==> config.mk <==
export PLATFORM = sky130hd
export DESIGN_NAME = deser8_flat
export DESIGN_NICKNAME = d
export VERILOG_FILES = /design/src/rtl/deser8_if.sv /design/src/rtl/deser8.sv /design/src/flat_wrapper.sv
export SDC_FILE = /design/constraint.sdc
export NUM_CORES = 1
export LEC_CHECK = 0
export ABC_CLOCK_PERIOD_IN_PS = 3700
export CAP_MARGIN = 10
export CORE_UTILIZATION = 51
export DETAILED_ROUTE_END_ITERATION = 6
export PLACE_DENSITY = 0.79
export SYNTH_ARGS = -nofsm -noshare
export SYNTH_HDL_FRONTEND = slang
export SYNTH_SLANG_ARGS = --single-unit
export TNS_END_PERCENT = 1
==> constraint.sdc <==
create_clock -name clk -period 3.7 [get_ports clk]
set_clock_uncertainty 0.15 [all_clocks]
set_input_delay 0.37 -clock clk [delete_from_list [all_inputs] [get_ports clk]]
set_output_delay 0.37 -clock clk [all_outputs]
set_load 0.02 [all_outputs]
==> src/rtl/deser8_if.sv <==
// deser8_if: serial input, control and held-word handshake bundle for deser8
//   clr            synchronous clear of partial and held word
//   s_valid, s_in  one serial bit per qualified clock
//   d_out, d_valid held word and its full flag
//   d_ready        consumer accepts d_out when d_valid & d_ready
//   busy, bit_cnt  partial-word status
//   overrun        sticky dropped-word flag
interface deser8_if #(
   parameter int WIDTH = 8,
   parameter int CNT_W = 3
);
   logic             clr;
   logic             s_valid;
   logic             s_in;
   logic             d_ready;
   logic [WIDTH-1:0] d_out;
   logic             d_valid;
   logic             busy;
   logic [CNT_W-1:0] bit_cnt;
   logic             overrun;
   modport master (
      output clr, s_valid, s_in, d_ready,
      input  d_out, d_valid, busy, bit_cnt, overrun
   );
   modport slave (
      input  clr, s_valid, s_in, d_ready,
      output d_out, d_valid, busy, bit_cnt, overrun
   );
endinterface

==> src/rtl/deser8.sv <==
// deser8: serial-to-parallel receiver with a one-entry valid/ready holding register
//   clk    rising-edge clock
//   reset  asynchronous active-high reset
//   bus    deser8_if.slave: serial bits in, held word out, status flags
module deser8 #(
   parameter int WIDTH     = 8,
   parameter int CNT_W     = 3,
   parameter bit MSB_FIRST = 1'b1
) (
   input logic     clk,
   input logic     reset,
   deser8_if.slave bus
);
   typedef enum logic {IDLE, RECV} state_t;
   state_t           r_state, w_state_nxt;
   logic [WIDTH-1:0] r_shreg, w_shreg_nxt, w_word, r_dout;
   logic [CNT_W-1:0] r_cnt, w_cnt_nxt;
   logic             r_dvalid, r_busy, r_overrun;
   logic             w_last, w_load, w_drop, w_accept;
   // assembled word including the bit sampled this cycle
   assign w_word   = MSB_FIRST ? {r_shreg[WIDTH-2:0], bus.s_in} : {bus.s_in, r_shreg[WIDTH-1:1]};
   assign w_last   = bus.s_valid && r_cnt == CNT_W'(WIDTH-1);
   assign w_accept = r_dvalid & bus.d_ready;
   // a completing word lands if the holding register is empty or emptied this edge
   assign w_load   = !bus.clr && w_last && (!r_dvalid || bus.d_ready);
   assign w_drop   = !bus.clr && w_last && r_dvalid && !bus.d_ready;
   always_comb begin
      w_state_nxt = r_state;
      w_cnt_nxt   = r_cnt;
      w_shreg_nxt = r_shreg;
      if (bus.clr) begin
         w_state_nxt = IDLE;
         w_cnt_nxt   = '0;
         w_shreg_nxt = '0;
      end else if (bus.s_valid) begin
         w_shreg_nxt = w_word;
         w_cnt_nxt   = w_last ? '0 : r_cnt + CNT_W'(1);
         w_state_nxt = w_last ? IDLE : RECV;
      end
   end
   always_ff @(posedge clk or posedge reset) begin
      if (reset) begin
         r_state   <= IDLE;
         r_cnt     <= '0;
         r_shreg   <= '0;
         r_dout    <= '0;
         r_dvalid  <= 1'b0;
         r_busy    <= 1'b0;
         r_overrun <= 1'b0;
      end else begin
         r_state   <= w_state_nxt;
         r_cnt     <= w_cnt_nxt;
         r_shreg   <= w_shreg_nxt;
         r_busy    <= w_cnt_nxt != '0;
         if (w_load) r_dout <= w_word;
         r_dvalid  <= bus.clr ? 1'b0 : w_load ? 1'b1 : w_accept ? 1'b0 : r_dvalid;
         r_overrun <= bus.clr ? 1'b0 : (r_overrun | w_drop);
      end
   end
   assign bus.d_out   = r_dout;
   assign bus.d_valid = r_dvalid;
   assign bus.busy    = r_busy;
   assign bus.bit_cnt = r_cnt;
   assign bus.overrun = r_overrun;
endmodule

==> src/flat_wrapper.sv <==
// flat-port wrapper written by rule: the top's interface ports become plain ports
module deser8_flat 
#(
   parameter int WIDTH     = 8,
   parameter int CNT_W     = 3,
   parameter bit MSB_FIRST = 1'b1
)
  (clk, reset, bus_clr, bus_s_valid, bus_s_in, bus_d_ready, bus_d_out, bus_d_valid, bus_busy, bus_bit_cnt, bus_overrun);
  deser8_if #(.WIDTH(WIDTH), .CNT_W(CNT_W)) bus_i ();
  input logic clk;
  input logic reset;
  input wire logic [$bits(bus_i.clr)-1:0] bus_clr;
  input wire logic [$bits(bus_i.s_valid)-1:0] bus_s_valid;
  input wire logic [$bits(bus_i.s_in)-1:0] bus_s_in;
  input wire logic [$bits(bus_i.d_ready)-1:0] bus_d_ready;
  output wire logic [$bits(bus_i.d_out)-1:0] bus_d_out;
  output wire logic [$bits(bus_i.d_valid)-1:0] bus_d_valid;
  output wire logic [$bits(bus_i.busy)-1:0] bus_busy;
  output wire logic [$bits(bus_i.bit_cnt)-1:0] bus_bit_cnt;
  output wire logic [$bits(bus_i.overrun)-1:0] bus_overrun;
  assign bus_i.clr = bus_clr;
  assign bus_i.s_valid = bus_s_valid;
  assign bus_i.s_in = bus_s_in;
  assign bus_i.d_ready = bus_d_ready;
  assign bus_d_out = bus_i.d_out;
  assign bus_d_valid = bus_i.d_valid;
  assign bus_busy = bus_i.busy;
  assign bus_bit_cnt = bus_i.bit_cnt;
  assign bus_overrun = bus_i.overrun;
  deser8 #(.WIDTH(WIDTH), .CNT_W(CNT_W), .MSB_FIRST(MSB_FIRST)) u_core (.clk(clk), .reset(reset), .bus(bus_i));
endmodule
==> out/qor.csv <==
stage,metric,value,unit
status,status,finished clean,
clock_tree,Sink Count,21,
setup_path,Worst EP required,3730,ps
clock_tree,CTS HTree Levels,1,
clock_tree,clock root buffer,clkbuf_4,
timing,"Worst Setup Slack, final",1510,ps
setup_path,crit start category,primary input,
clock_tree,"Hold-fix buffers, CTS",0,
timing,hold_ws,352,ps
timing,Setup Total Neg Slack,0,ps
cells_and_area,Final Cell Area,1090,um2
cells_and_area,ratio of cells with drive above 1 in the final layout,14.9,%
clock_tree,Post-CTS Setup Inserts,0,
drt,Routed wire per std cell,13.5,um
power_and_ir_drop,total power,378,uW
timing,Slew Limit Fails,0,
yosys,Synth top area share,60.6,%
floorplanning,io pins,20,
cells_and_area,final core occ,70.9,%
floorplanning,core area,1540,um2
min_path,worst hold path class,flip-flop to flip-flop,
yosys,"Top FF cell, synth",dfrtp_1,
floorplanning,Die ar.,1870,um2
yosys,syn_nets,74,
clock_tree,"Clk pin slew, worst setup/hold paths",110,ps
global_route,largest net degree at the start of global routing,22,
drt,DR vias,553,
setup_path,Worst Path Arrival,2220,ps
run,Max-Cap Viols,0,
global_route,first-pass GRT wire length,2.47,mm
timing,RSZ-0062 raised after global routing,false,
setup_path,reg2reg end,u_core.bus.d_out[5],
clock_tree,Clock Path Buffers,2,
setup_path,crit end category,flip-flop,
clock_tree,CTS tree,done,
floorplanning,Initial Utilization,56.3,%
drt,vias per inst,5.37,
setup_path,r2r setup slk,1720,ps
yosys,synth top area cells,"dfrtp_1, mux2_2, mux2i_1, nor2_1, ha_1",
placement,Post-DP Area,1070,um2
yosys,leading area contributor after synthesis,dfrtp_1,
yosys,#FFs+latches synth,21,
cells_and_area,Layout area overhead,26.0,%
timing,setup violators final,0,
yosys,synthesized instance count,66,
drt,final wirelength,1.39,mm
placement,Final Wtd Congestion,0.679,
global_route,antenna violations before repair,0,
setup_path,crit path to,u_core.bus.d_out[5],
yosys,Mean Syn Cell Area,13.1,um2
setup_path,R2R depth,5,
yosys,"Seq/Total Area, Yosys",60.6,%
setup_path,worst-path fanout max,15,
timing,fmax,457,MHz
drt,post-route ant nets,0,
timing,Tightest Pin Transition,751,ps
global_route,vias in the first global route,554,
drt,drt drc,0,
power_and_ir_drop,peak supply drop,274,uV
yosys,yosys warns,0,
cells_and_area,final non-filler cell total,103,
cells_and_area,Layout Nets,96,
clock_tree,cts repair resizes,0,
timing,Tcrit/Tclk final,59.1,%
yosys,synthesized area,867,um2
yosys,"top cells by count, synth","dfrtp_1, nor2_1, mux2_2",
timing,fin crit period,2190,ps
setup_path,critical path type,primary input to flip-flop,
clock_tree,clk_lat worst skew,290,ps
floorplanning,DIE WIDTH,43.2,um
placement,placed cell count,99,
yosys,most frequent cell after synthesis,dfrtp_1,
clock_tree,Inserted Clock Buffers,3,
setup_path,Setup crit start,bus_s_valid,
yosys,number of library cell types mapped by synthesis,18,
placement,Setup WS pre-CTS,1200,ps
drt,First-pass DRT Iterations,3,
power_and_ir_drop,power density cells,346,nW/um2
cells_and_area,diodes inserted,0,
yosys,number of synthesized flops with an enable pin,0,
timing,Slew Limit Headroom,49.9,%
timing,final hold vios,0,
placement,PortBufs,19,
drt,DRT iter0 DRCs,7,
floorplanning,chip height,43.2,um
floorplanning,num rows,14,
yosys,asr flop ratio synth,100,%
placement,Detail Placement HPWL,972,um
setup_path,reg2reg start,u_core.bus.bit_cnt[0],
global_route,All-Layer GR Usage,17.8,%
power_and_ir_drop,leakage power,0.531,nW
global_route,grt total ovfl,0,
[flip-flops by register name, indices dropped and copies added, names as in the netlist]
signal and flops:
u_core.bus.d_valid 1, u_core.bus.busy 1, u_core.r_shreg 7, u_core.bus.bit_cnt 3, u_core.bus.d_out 8, u_core.bus.overrun 1
[placed cells by master, fill, tap and decap left out]
cell,synthesis,routed
a211o_1,1,1
a21oi_1,2,2
a31oi_1,1,1
a32o_1,1,1
and2_1,1,1
clkbuf_1,1,1
clkbuf_4,0,3
clkdlybuf4s50_1,0,19
dfrtp_1,21,21
ha_1,2,2
inv_1,2,2
mux2_2,9,9
mux2i_1,7,7
nand2_1,1,1
nand2b_1,1,1
nand3b_1,1,1
nor2_1,12,12
nor2b_1,1,1
nor3_4,1,1
[worst max-delay path, cell delays in order]
cell and delay, ps:
clkdlybuf4s50_1 890, nand2_1 200, nor3_4 360, mux2_2 390
[final cells by class]
type	count	area, um2
repair buffers	19	190
inverters	2	7.51
fillers	110	449
flip-flops and latches	21	526
clock buffers	4	26.3
well taps	16	20.0
multi-input cells	41	323
[how the worst min path moves through the flow]
stage / start / cells after the start / slack, ps / end
floorplan: reset / 1 / 200 / u_core.bus.bit_cnt[0]
global placement: u_core.bus.overrun / 2 / 330 / u_core.bus.overrun
finish: u_core.bus.overrun / 2 / 350 / u_core.bus.overrun
detailed placement: u_core.bus.overrun / 2 / 330 / u_core.bus.overrun
CTS: u_core.bus.overrun / 2 / 360 / u_core.bus.overrun
global route: u_core.bus.overrun / 2 / 380 / u_core.bus.overrun
[per-layer routing]
metal	part of all wire, %	track usage [%]	vias to the layer above
li1	-	-	271
met1	51	25.1	271
met2	45	26.9	11
met3	4.0	5.11	0
met4	0	5.45	0
met5	0	0	-
[power by group]
part	total, mW	internal [mW]	switching [mW]
Sequential	0.237	0.234	0.00313
Combinational	0.0380	0.0180	0.0201
Clock	0.103	0.0418	0.0612
Total	0.378	0.294	0.0844
[logic make-up after synthesis]
| group | after synthesis | share of synthesized area, % |
|---|---|---|
| adder cells (fa/ha/maj) | 2 | 2.89 |
| multiplexers | 16 | 19.8 |
| AO/OA/AOI/OAI | 5 | 4.04 |
| AND/OR/NAND/NOR | 18 | 10.5 |
| buffers and inverters | 4 | 2.16 |
| flip-flops | 21 | 60.6 |
Power figures use the tool's default switching activity.
==> RTL edit 1: new RTL, same settings <==
`WIDTH` is set to 8 in 3 places; all go to 9.
--- a/src/rtl/deser8_if.sv
+++ b/src/rtl/deser8_if.sv
@@ -6,7 +6,7 @@
 //   busy, bit_cnt  partial-word status
 //   overrun        sticky dropped-word flag
 interface deser8_if #(
-   parameter int WIDTH = 8,
+   parameter int WIDTH = 9,
    parameter int CNT_W = 3
 );
    logic             clr;
--- a/src/rtl/deser8.sv
+++ b/src/rtl/deser8.sv
@@ -3,7 +3,7 @@
 //   reset  asynchronous active-high reset
 //   bus    deser8_if.slave: serial bits in, held word out, status flags
 module deser8 #(
-   parameter int WIDTH     = 8,
+   parameter int WIDTH     = 9,
    parameter int CNT_W     = 3,
    parameter bit MSB_FIRST = 1'b1
 ) (
--- a/src/flat_wrapper.sv
+++ b/src/flat_wrapper.sv
@@ -1,7 +1,7 @@
 // flat-port wrapper written by rule: the top's interface ports become plain ports
 module deser8_flat 
 #(
-   parameter int WIDTH     = 8,
+   parameter int WIDTH     = 9,
    parameter int CNT_W     = 3,
    parameter bit MSB_FIRST = 1'b1
 )
Interface: changed (resized bus_d_out); port bits go from 20 to 21. The function was not compared with the original's and may differ.
==> RTL edit 1 against the original RTL <==
Worst setup slack gained 180 ps. Wire length grew 14%. Combinational power grew 28%. Design area grew 12%. Via count increased by 13%. Sequential cell count grew 2. Die area up 12%. Synthesized area increased by 13%. Total power up 12%.
==> RTL edit 1: results (changes against the original RTL) <==
Status
The flow ran to the end, and the final reports show no timing, DRC or antenna violations.

Routing
The total routed wirelength is 1580 um (+14%). The number of detailed-routing iterations run before antenna repair is 4 (+1). After detailed routing, no signal wire sits above met4. The routed via count is 623 (+13%). The routed length on met3 is 75 um (+34%). The detailed-routed wire length on met2 is 718 um (+16%). The length of routed wiring on met1 is 773 um (+8.7%).

Yosys
The commonest cells after synthesis are 23 x sky130_fd_sc_hd__dfrtp_1, 13 x sky130_fd_sc_hd__nor2_1, 9 x sky130_fd_sc_hd__mux2_2, 9 x sky130_fd_sc_hd__mux2i_1, 4 x sky130_fd_sc_hd__inv_1. The multiplexer share of the synthesized area is 0.196 (-0.00179). By area the synthesized netlist is led by sky130_fd_sc_hd__dfrtp_1 59%, sky130_fd_sc_hd__mux2_2 10%, sky130_fd_sc_hd__mux2i_1 9.2%, sky130_fd_sc_hd__nor2_1 5.0%, sky130_fd_sc_hd__ha_1 2.6%. The post-synth net total was 84 (+14%). The number of warnings reported in the yosys synthesis log is 0 (unchanged). The adder and majority gate portion of the synthesized area is 0.0256 (-0.00325). The sequential-to-total area share from yosys stat is 0.589 (-0.0171). The compound-cell area share of the yosys netlist came to 0.0384 (-0.00199).

Cells and area
The layout net count is 106 (+10%). The proportion of layout cells with a drive suffix above 1 was 0.155 (+0.00521). The flip-flop count of the largest register, all copies and words added is 9 (+1). The fill cell instance count of the final layout was 143 (+30%).

Power and ir drop
The peak supply drop is 232 uV (-15%). The leakage power is 0.599 nW (+13%).

Global route
The met2 layer usage reported by global route came to 0.286 (+0.0171). The global-route met3 utilization is 0.0238 (-0.0273). The global-route wire length before repair came to 2730 um (+10%).

The met1 usage came to 0.255 (+0.00312). The via count of the first global-routing pass is 634 (+14%). The largest net degree at the start of global routing is 24 (+9.1%).

Placement
The final weighted congestion of routability-driven global placement is 0.708 (+4.3%). The count of buffers inserted at the top-level ports is 20 (+1). The placed wire-length estimate came to 1070 um (+10%).

Hold path
The path class of the tightest hold or removal check is primary input to asynchronous set/reset pin.

Clock network
The number of buffers created by CTS is 3 (unchanged). The number of instances resized during post-cts repair was 0 (unchanged). The clock transition time at the flip-flop clock pins of the worst setup and hold paths is 130 ps (+20 ps).

Critical path
The critical path arrival is 2050 ps (-170 ps). The critical-path maximum fanout came to 16 (+1). The delay of the slowest critical-path stage came to 990 ps (+100 ps).

Timing
The slew at the pin closest to its max-slew limit is 844 ps (+93.3 ps). The part of the cycle the worst path needs is 0.543 (-0.0483).
RTL edit 1: final cells by class:
| type | instances | area share |
|---|---|---|
| sequential | 23 | 0.472 |
| timing repair buffer | 20 | 0.164 |
| clock buffer | 4 | 0.0216 |
| inverter | 4 | 0.0123 |
| multi-input combinational | 46 | 0.304 |
| tap | 25 | 0.0257 |
RTL edit 1: cell families after synthesis:
kind of cell,after synthesis
DFF,23
and+or+nand+nor,21
muxes,18
buffers and inverters,7
AOI/OAI and AO/OA,5
adders and majority gates,2
RTL edit 1: where the power goes:
| part | internal [mW] | leakage, nW | switching [mW] | total (mW) |
|---|---|---|---|---|
| Clock | 0.0420 | 0.0150 | 0.0714 | 0.113 |
| Sequential | 0.258 | 0.316 | 0.00381 | 0.262 |
| Combinational | 0.0237 | 0.269 | 0.0251 | 0.0488 |
RTL edit 1: final timing paths:
path | from | end | slack, ps | depth (start not counted)
max | bus_s_valid | u_core.bus.d_out[7] | 1690 | 3
min | reset | u_core.bus.d_out[1] | 370 | 2
max reg2reg | u_core.bus.bit_cnt[0] | u_core.bus.d_out[7] | 1970 | 5
min reg2reg | u_core.bus.d_out[3] | u_core.bus.d_out[3] | 370 | 1
max in group asynchronous | reset | u_core.bus.d_out[7] | 2500 | 2
min in group clk | u_core.bus.d_out[3] | u_core.bus.d_out[3] | 370 | 1
RTL edit 1: stage by stage:
step / instance area [sq um] / worst slack [ps] / util / instances
2_1_floorplan: 977 / 2040 / - / 76
4_1_cts: 1220 / 1700 / 0.691 / 122
3_5_place_dp: 1190 / 1360 / 0.676 / 118
3_3_place_gp: 1190 / 1420 / 0.676 / 118
5_1_grt: 1220 / 1630 / 0.691 / 122
6_report: 1220 / 1690 / 0.691 / 122
==> RTL edit 2: new RTL, config.mk and constraints unchanged <==
Without the edit above. Take the reset off `r_shreg` and load it in a clocked block of its own.
--- a/src/rtl/deser8.sv
+++ b/src/rtl/deser8.sv
@@ -42,7 +42,6 @@
       if (reset) begin
          r_state   <= IDLE;
          r_cnt     <= '0;
-         r_shreg   <= '0;
          r_dout    <= '0;
          r_dvalid  <= 1'b0;
          r_busy    <= 1'b0;
@@ -50,12 +49,15 @@
       end else begin
          r_state   <= w_state_nxt;
          r_cnt     <= w_cnt_nxt;
-         r_shreg   <= w_shreg_nxt;
          r_busy    <= w_cnt_nxt != '0;
          if (w_load) r_dout <= w_word;
          r_dvalid  <= bus.clr ? 1'b0 : w_load ? 1'b1 : w_accept ? 1'b0 : r_dvalid;
          r_overrun <= bus.clr ? 1'b0 : (r_overrun | w_drop);
       end
+   end
+
+   always_ff @(posedge clk) begin
+      r_shreg <= w_shreg_nxt;
    end
    assign bus.d_out   = r_dout;
    assign bus.d_valid = r_dvalid;
Check against the original RTL: same outputs for any inputs over 10 cycles, from zero or initial values and one cycle with reset high; that may be too few to reach the edited logic, so the function may still have changed.
==> RTL edit 2 against the original RTL <==
Sequential cell count unchanged. Synthesized area down 4.3%. Synthesized cell count stayed put. Design area fell by 2.5%. Worst setup slack better by 250 ps. Wire length decreased by 7.8%. Die area shrank 4.1%. Total power hardly changed. Critical path type unchanged. Largest power group unchanged. Highest routed layer is now met4.
==> RTL edit 2: results (changes against the original RTL) <==
Global route
The global-route wire length before repair is 2000 um (-19%). The global-route usage over all layers came to 0.152 (-0.0269). The largest net degree at the start of global routing was 16 (-27%). The via count of the first global-routing pass is 479 (-14%).

Cells and area
The layout net count came to 97 (+1.0%). The proportion of layout cells with a drive suffix above 1 is 0.148 (-0.00170). The fill cell instance count of the final layout is 120 (+9.1%).

Critical path
In this run the worst setup path begins at bus_clr. The delay of the slowest critical-path stage came to 700 ps (-190 ps). The critical path arrival came to 1980 ps (-240 ps). The last element of the critical path is u_core.bus.d_out[3].

Yosys
The adder and majority gate portion of the synthesized area is 0.0302 (+0.00131). The share of synthesized registers carrying an async set or reset was 0.667 (-0.333). Sorting the synthesized cells by area gives the leading types as sky130_fd_sc_hd__dfrtp_1 42%, sky130_fd_sc_hd__dfxtp_1 17%, sky130_fd_sc_hd__mux2_2 11%, sky130_fd_sc_hd__mux2i_1 9.7%, sky130_fd_sc_hd__nor2_1 5.0%. In the synthesized netlist, the cells that appear most often are 14 x sky130_fd_sc_hd__dfrtp_1, 11 x sky130_fd_sc_hd__nor2_1, 8 x sky130_fd_sc_hd__mux2_2, 8 x sky130_fd_sc_hd__mux2i_1, 7 x sky130_fd_sc_hd__dfxtp_1.

The compound-cell area share of the yosys netlist is 0.0437 (+0.00334).

Routing
The detailed-routed wire length on met2 is 551 um (-11%). The detailed router's first-iteration violation count is 6 (-1). The routed length on met3 is 71 um (+27%).

The uppermost signal routing layer after detailed routing is met4. The routed via count was 541 (-2.2%).

Power and ir drop
The peak supply drop is 263 uV (-4.0%).

Status
The flow ran to the end, and the final reports show no timing, DRC or antenna violations.

Placement
The placed wire-length estimate is 897 um (-7.8%). The placed cell area is 1040 sq um (-2.6%).

Timing
The slew at the pin closest to its max-slew limit was 571 ps (-180 ps).
-- RTL edit 2: worst register-to-register path: cells and delay by family, from the launching register on --
family | cells | cell delay (ps)
multiplexers | 1 | 390
AND/OR/NAND/NOR | 2 | 460
flip-flops | 1 | 400
adder cells (fa/ha/maj) | 2 | 400
-- RTL edit 2: area by class of cell --
type | count | area [sq um] | share of cell area
Timing Repair Buffer | 20 | 198 | 0.186
Sequential cell | 21 | 490 | 0.461
Inverter | 1 | 3.75 | 0.00353
Multi-Input combinational cell | 42 | 327 | 0.307
Tap cell | 16 | 20.0 | 0.0188
Clock buffer | 4 | 26.3 | 0.0247
-- RTL edit 2: power breakdown --
| part | switching [mW] | internal (mW) |
|---|---|---|
| clock | 0.0650 | 0.0420 |
| combinational | 0.0185 | 0.0170 |
| sequential | 0.00286 | 0.233 |
| total | 0.0864 | 0.292 |
-- RTL edit 2: logic make-up (layout without fill, tap and decap cells) --
logic type / Yosys count / in the layout
DFF: 21 / 21
and+or+nand+nor: 18 / 18
muxes: 16 / 16
AOI/OAI and AO/OA: 6 / 6
buffers and inverters: 3 / 25
adders and majority gates: 2 / 2
-- RTL edit 2: metrics by stage --
stage                     hold slack, ps  instances  power (mW)  setup WS [ps]
final                                245        104       0.378           1760
after global routing                 312        104       0.395           1660
after CTS                            264        104       0.384           1770
after detailed placement             335        100       0.277           1450
after global placement               330        100       0.276           1470
after floorplan                      109         66       0.259           1840
-- RTL edit 2: per-layer routing --
| metal | global-route usage | vias to the layer above |
|---|---|---|
| met5 | 0 | - |
| met4 | 0.0750 | 0 |
| met3 | 0.0431 | 4 |
| met2 | 0.206 | 14 |
| met1 | 0.221 | 250 |
| li1 | - | 273 |
